<file path="src/rtl/regfile_arbiter.sv">
`default_nettype none
// ============================================================================
// Module   : regfile_arbiter
// Brief    : Two-requester round-robin access controller for a single-port
//            register file. Grants are combinational. A registered issue
//            stage drives the file pins. Read data returns two cycles after
//            the grant. Optional post-reset clear sweep is enabled by the
//            macro REGFILE_ARB_INIT_EN.
// Revision : 1.0  initial release
// ============================================================================
module regfile_arbiter #(
  parameter int DATA_W = 20,
  parameter int ADDR_W = 4
) (
  input  logic              clk,
  input  logic              reset,
  input  logic              req0,
  input  logic              req1,
  input  logic              we0,
  input  logic              we1,
  input  logic [ADDR_W-1:0] addr0,
  input  logic [ADDR_W-1:0] addr1,
  input  logic [DATA_W-1:0] wdata0,
  input  logic [DATA_W-1:0] wdata1,
  output logic              gnt0,
  output logic              gnt1,
  output logic              rvalid0,
  output logic              rvalid1,
  output logic [DATA_W-1:0] rdata0,
  output logic [DATA_W-1:0] rdata1,
  output logic              ready,
  output logic [ADDR_W-1:0] rf_address,
  output logic [DATA_W-1:0] rf_in_data,
  output logic              rf_wr,
  output logic              rf_rd,
  input  logic [DATA_W-1:0] rf_out_data
);

  localparam logic [0:0] ST_RUN = 1'b1;
`ifdef REGFILE_ARB_INIT_EN
  localparam logic [0:0] ST_INIT = 1'b0;
  logic [ADDR_W-1:0] r_cnt;
`endif

  logic [0:0]        r_state;
  logic              r_ptr;        // 0: requester 0 favoured, 1: requester 1
  logic              r_iss_wr;
  logic              r_iss_rd;
  logic              r_iss_id;
  logic [ADDR_W-1:0] r_iss_addr;
  logic [DATA_W-1:0] r_iss_data;
  logic              r_rvalid0;
  logic              r_rvalid1;
  logic [DATA_W-1:0] r_rdata0;
  logic [DATA_W-1:0] r_rdata1;
  logic              w_run;
  logic              w_gnt0;
  logic              w_gnt1;

  // Grants only in RUN and never while reset is being applied.
  assign w_run  = (r_state == ST_RUN) && !reset;
  assign w_gnt0 = w_run && req0 && (!req1 || !r_ptr);
  assign w_gnt1 = w_run && req1 && (!req0 || r_ptr);

  // State and sweep counter: INIT walks every address once, then RUN.
  always_ff @(posedge clk) begin
    if (reset) begin
`ifdef REGFILE_ARB_INIT_EN
      r_state <= ST_INIT;
      r_cnt   <= '0;
`else
      r_state <= ST_RUN;
`endif
    end
`ifdef REGFILE_ARB_INIT_EN
    else if (r_state == ST_INIT) begin
      r_cnt <= r_cnt + {{(ADDR_W-1){1'b0}}, 1'b1};
      if (r_cnt == {ADDR_W{1'b1}}) begin
        r_state <= ST_RUN;
      end
    end
`endif
  end

  // Round-robin pointer flips after any arbitration cycle with a request.
  always_ff @(posedge clk) begin
    if (reset) begin
      r_ptr <= 1'b0;
    end else if (w_run && (req0 || req1)) begin
      r_ptr <= !r_ptr;
    end
  end

  // Issue stage: one registered access per cycle straight onto the file pins.
  always_ff @(posedge clk) begin
    if (reset) begin
      r_iss_wr   <= 1'b0;
      r_iss_rd   <= 1'b0;
      r_iss_id   <= 1'b0;
      r_iss_addr <= '0;
      r_iss_data <= '0;
    end
`ifdef REGFILE_ARB_INIT_EN
    else if (r_state == ST_INIT) begin
      r_iss_wr   <= 1'b1;
      r_iss_rd   <= 1'b0;
      r_iss_id   <= 1'b0;
      r_iss_addr <= r_cnt;
      r_iss_data <= '0;
    end
`endif
    else if (w_gnt0) begin
      r_iss_wr   <= we0;
      r_iss_rd   <= !we0;
      r_iss_id   <= 1'b0;
      r_iss_addr <= addr0;
      r_iss_data <= we0 ? wdata0 : '0;
    end else if (w_gnt1) begin
      r_iss_wr   <= we1;
      r_iss_rd   <= !we1;
      r_iss_id   <= 1'b1;
      r_iss_addr <= addr1;
      r_iss_data <= we1 ? wdata1 : '0;
    end else begin
      // Idle: strobes drop, address and data hold their last value.
      r_iss_wr <= 1'b0;
      r_iss_rd <= 1'b0;
    end
  end

  // Read return: capture file output during the issue cycle, strobe next cycle.
  always_ff @(posedge clk) begin
    if (reset) begin
      r_rvalid0 <= 1'b0;
      r_rvalid1 <= 1'b0;
      r_rdata0  <= '0;
      r_rdata1  <= '0;
    end else begin
      r_rvalid0 <= r_iss_rd && !r_iss_id;
      r_rvalid1 <= r_iss_rd && r_iss_id;
      if (r_iss_rd && !r_iss_id) begin
        r_rdata0 <= rf_out_data;
      end
      if (r_iss_rd && r_iss_id) begin
        r_rdata1 <= rf_out_data;
      end
    end
  end

  // Strobes are masked during reset so an in-flight access is discarded.
  assign gnt0       = w_gnt0;
  assign gnt1       = w_gnt1;
  assign ready      = w_run;
  assign rvalid0    = r_rvalid0 && !reset;
  assign rvalid1    = r_rvalid1 && !reset;
  assign rdata0     = r_rdata0;
  assign rdata1     = r_rdata1;
  assign rf_address = r_iss_addr;
  assign rf_in_data = r_iss_data;
  assign rf_wr      = r_iss_wr && !reset;
  assign rf_rd      = r_iss_rd && !reset;

endmodule
`default_nettype wire

</file>
<file path="config.mk">
export PLATFORM = sky130hd
export DESIGN_NAME = regfile_arbiter
export DESIGN_NICKNAME = d
export VERILOG_FILES = /design/src/rtl/regfile_arbiter.sv
export SDC_FILE = /design/constraint.sdc
export NUM_CORES = 1
export LEC_CHECK = 0
export CORE_ASPECT_RATIO = 0.8
export CORE_UTILIZATION = 38
export CTS_CLUSTER_DIAMETER = 40
export DETAILED_ROUTE_END_ITERATION = 8
export PLACE_DENSITY = 0.8
export REMOVE_ABC_BUFFERS = 1
export SYNTH_ARGS = -nofsm -noshare
export SYNTH_HDL_FRONTEND = slang
export SYNTH_SLANG_ARGS = --single-unit
</file>
<file path="constraint.sdc">
create_clock -name clk -period 1.65 [get_ports clk]
set_input_delay 0.33 -clock clk [delete_from_list [all_inputs] [get_ports clk]]
set_output_delay 0.33 -clock clk [all_outputs]
set_load 0.005 [all_outputs]
</file>
# Word level (Yosys, flattened, before mapping)
# Index checks and enable logic that the tools add are counted.
# totals
elab_cells	43
input_bits	74
regBits	70
# classes
n_reduce_logical	23
n_mux	10
# op_table
op	count
$mux W20	4
$logic_and A1 B1 Y1	11
$mux W4	2
$logic_not A1 Y1	7
$mux W1	4
$logic_or A1 B1 Y1	3
$reduce_bool A2 Y1	1
$reduce_or A2 Y1	1

# Depth between registers and ports, before layout
# logic_depth
depth_word	5
depth_mapped	6
mapped_depth_nobuf	4

# Worst setup path after synthesis
# OpenSTA, ideal clock, no wires.
# synth_timing
path_type	input port to output port
from	input reset
to	output gnt0
arrival_ns	1.050
setup_slack_ns	0.270
stages	5
t_required_ns	1.320
cell_sequence	buf_4 nand2b_1 buf_6 buf_6 nor2_1
# synth_via
elab_chain_len	3
# synth_rtl
item	line_no	rtl
start: declaration	16	input logic reset,
$logic_not A1 Y1	61	assign w_run = (r_state == ST_RUN) && !reset;
$logic_and A1 B1 Y1 (2 in a row)	62	assign w_gnt0 = w_run && req0 && (!req1 || !r_ptr);
end: declaration	25	output logic gnt0,
# Every way passes these cells.

# Worst setup path in the final report
# layout_timing
from	register r_iss_data[17], in the netlist rf_in_data[17]
to	output rf_in_data[17]
# layout_rtl
item	line_no	rtl
start: declaration	51	logic [DATA_W-1:0] r_iss_data;
start signal: assignment	117	r_iss_data <= we0 ? wdata0 : '0;
start signal: assignment	123	r_iss_data <= we1 ? wdata1 : '0;
end: declaration	33	output logic [DATA_W-1:0] rf_in_data,
# No word-level cell between the ends.

==> flow_metrics.py <==
metrics = {
    "logic_synthesis": {
        "synthTopCellsByArea": "dfxtp_1, nand2_1, a311oi_1",
        "synth_cell_types": 24,
        "syn_area_mm2": 0.002878,
        "synth.area.mux_share_pct": 0,
        "synth_top_area_share_pct": 48.70,
        "synth_xor_area_share_pct": 0.3043,
        "avgSynthCellArea_um2": 8.246,
        "synth_top_area_cell": "dfxtp_1",
        "synth_seq_cells": 70,
        "synth-seq-area-share_pct": 48.70,
        "yosysWarningCount": 0,
        "synth_top_family_by_area": "simple AND/OR/NAND/NOR gates",
        "synthAdderAreaFrac_pct": 0,
        "synth-compound-area-share_pct": 21.04,
        "synthSimpleGateAreaFrac_pct": 22.43,
        "syn_inst": 349,
    },
    "power": {
        "p_seq_share_pct": 47.1,
        "clkPwrFrac_pct": 34.7,
        "vdd.ir_drop.worst_v": 0.0004374,
        "power_w": 0.003850,
        "intPower_w": 0.002871,
        "switching_share_pct": 25.44,
        "power_frac_comb_pct": 18.2,
        "leakage_nw": 1.691,
        "p_per_area_mw_per_mm2": 826.2,
        "power.switching_w": 0.0009792,
    },
    "drt": {
        "first_iter_violations": 109,
        "wl_per_cell_um": 15.15,
        "drtAntennaViolNets": 0,
        "vias": 3092,
        "avgViaCountPerCell": 5.313,
        "drt_wl_total_um": 8820,
        "drc": 0,
        "first_pass_iters": 4,
    },
    "cts": {
        "clock-sinks": 70,
        "cts_buffer_depth": 2,
        "cts_tree": "done",
        "ctsRootBufferMaster": "clkbuf_8",
        "cts_buffers": 9,
        "clkTransAtPathRegs_ns": 0.08,
        "ctsHoldBuffers": 0,
        "clock_latency_ns": 0.34,
        "htreeDepth": 3,
    },
    "finish": {
        "fin_nets": 565,
        "stdcell_count": 582,
        "nFillCells": 596,
        "drive_gt1_share_pct": 9.495,
        "regArea_mm2": 0.001404,
        "area_delta_synth_final_pct": 61.91,
        "diodes": 0,
        "multi_input_area_mm2": 0.001275,
    },
    "timing": {
        "finClkSkew_ns": 0.003102,
        "setup_ws_ns": 0.08882,
        "worstMarginPinSlew_ns": 0.6521,
        "finalMaxSlewViolations": 0,
        "rsz0062_at_grt": "false",
        "timing.final.hold_violations": 0,
        "min_period_ns": 1.561,
        "timing.final.crit_share_pct": 94.62,
        "clock.fmax_mhz": 640.5,
        "setup_viol_count_final": 0,
        "relSlewSlack_pct": 56.53,
    },
    "global_routing": {
        "antenna_found_initial": 0,
        "grt_pass1_wl_um": 14260,
        "grt_use_total_pct": 22.99,
        "grt_max_degree": 64,
        "overflow": 0,
        "grt_pass1_vias": 3047,
    },
    "status": {
        "status": "finished clean",
    },
    "job": {
        "max_cap_violations": 0,
    },
    "die": {
        "die_area_mm2": 0.007927,
        "fp-row-count": 27,
        "dieHeight_um": 79.84,
        "ios": 145,
        "die_w_um": 99.30,
        "core_mm2": 0.007094,
        "start_util_pct": 40.56,
    },
    "setup_path": {
        "critPathMaxStageDelay_ns": 0.52,
        "cpMaxStageDelayCell": "clkdlybuf4s50_1",
        "critPathMaxFanout": 2,
        "required_ns": 1.32,
        "crit_arrival_ns": 1.23,
        "crit_buf_inv": 1,
        "path_delay_family": "buffers and inverters",
        "path_cells": "clkdlybuf4s50_1",
        "cp-start-kind": "flip-flop",
        "end_kind": "output pin",
        "crit_type": "flip-flop to output pin",
    },
    "placement": {
        "place_inst": 565,
        "place_hpwl_um": 6073,
        "dpl_worst_slack_ns": -0.3020,
        "gp_congestion": 0.7600,
        "port_buffers": 144,
    },
    "min_path": {
        "hold_path_class": "input pin to flip-flop",
    },
}
## stage by stage
stage | hold slack (ns) | util, % | TNS [ns] | cell area [um2]
floorplan | 0.3991 | - | 0 | 2673
global placement | 0.4416 | 62.66 | -1.972 | 4446
detailed placement | 0.4464 | 62.66 | -3.568 | 4446
CTS | 0.2643 | 65.66 | 0 | 4658
global route | 0.2693 | 65.68 | 0 | 4659
finish | 0.2755 | 65.68 | 0 | 4659
## Yosys cell counts, drive strengths merged
cell type,count
o21ai,4
a21oi,40
a211oi,1
dfxtp,70
nor2b,6
clkbuf,19
nor2,26
nand3,5
nand2,82
o32ai,1
nand4,20
nand2b,3
inv,3
or2,1
a311oi,24
buf,18
and2,4
xnor2,1
o211ai,20
a22o,1
## power by group through the flow
stage | Clock [W] | Combinational (W) | Sequential (W)
final | 0.00133 | 0.000701 | 0.00181
after CTS | 0.00138 | 0.000709 | 0.00181
after global routing | 0.00145 | 0.000763 | 0.00182
after global placement | 0 | 0.000685 | 0.00185
after detailed placement | 0 | 0.000696 | 0.00185
after floorplan | 0 | 0.000187 | 0.00186
## layout make-up
class	instances	area share [%]
Tap cell	87	2.336
Clock buffer	9	2.658
Inverter	3	0.2417
Timing Repair Buffer	168	35.90
Sequential cell	70	30.13
Clock inverter	6	1.369
Multi-Input combinational cell	239	27.36
## layer usage
layer | track usage (%) | share of wire, %
met2 | 40.35 | 49
met5 | 0 | 0
met3 | 10.86 | 11
met4 | 5.000 | 0.71
met1 | 25.37 | 40
## cell usage in the layout, fill, tap and decap left out, types with 3 or more instances in the layout
cell type          n
dfxtp_1           68
o211ai_1          20
buf_12             5
nor2b_1            4
clkdlybuf4s50_1  135
nand2_1           82
o21ai_1            4
nand3_1            4
a21oi_1           40
nand4_1           20
a311oi_1          24
inv_1              3
dlygate4sd2_1      5
and2_1             4
nor2_1            25
clkbuf_8           9
nand2b_1           3
buf_4             19
## cell families (layout without fill, tap and decap cells)
family / count (synthesis) / count (layout)
xor gates and xnor gates: 1 / 1
AOI/OAI and AO/OA: 91 / 91
buffers and inverters: 40 / 186
and+or+nand+nor: 147 / 147
DFF: 70 / 70
## what timing repair did
action	4_1_cts	5_1_grt
setup endpoints to repair	4	3
resized for setup	12	4
setup buffers	2	0
## registers in the layout, summed over array words and instances (netlist names)
name,count
rdata0,20
rdata1,20
rf_in_data,20
rf_address,4
r_iss_id,1
r_iss_rd,1
r_iss_wr,1
r_ptr,1
r_rvalid0,1
r_rvalid1,1
## worst paths after layout
| path | start | endpoint | slack (ns) | cells after the start |
|---|---|---|---|---|
| setup / recovery | rf_in_data[17]$_SDFFE_PP0P_ | rf_in_data[17] | 0.09 | 1 |
| setup reg to reg | r_ptr$_SDFFE_PP0P_ | rf_in_data[6]$_SDFFE_PP0P_ | 0.24 | 5 |
| hold / removal | reset | r_iss_id$_SDFFE_PP0P_ | 0.28 | 2 |
| hold reg to reg | rdata0[0]$_SDFFE_PP0P_ | rdata0[0]$_SDFFE_PP0P_ | 0.45 | 2 |
No activity file was read; power rests on OpenSTA's default activity.
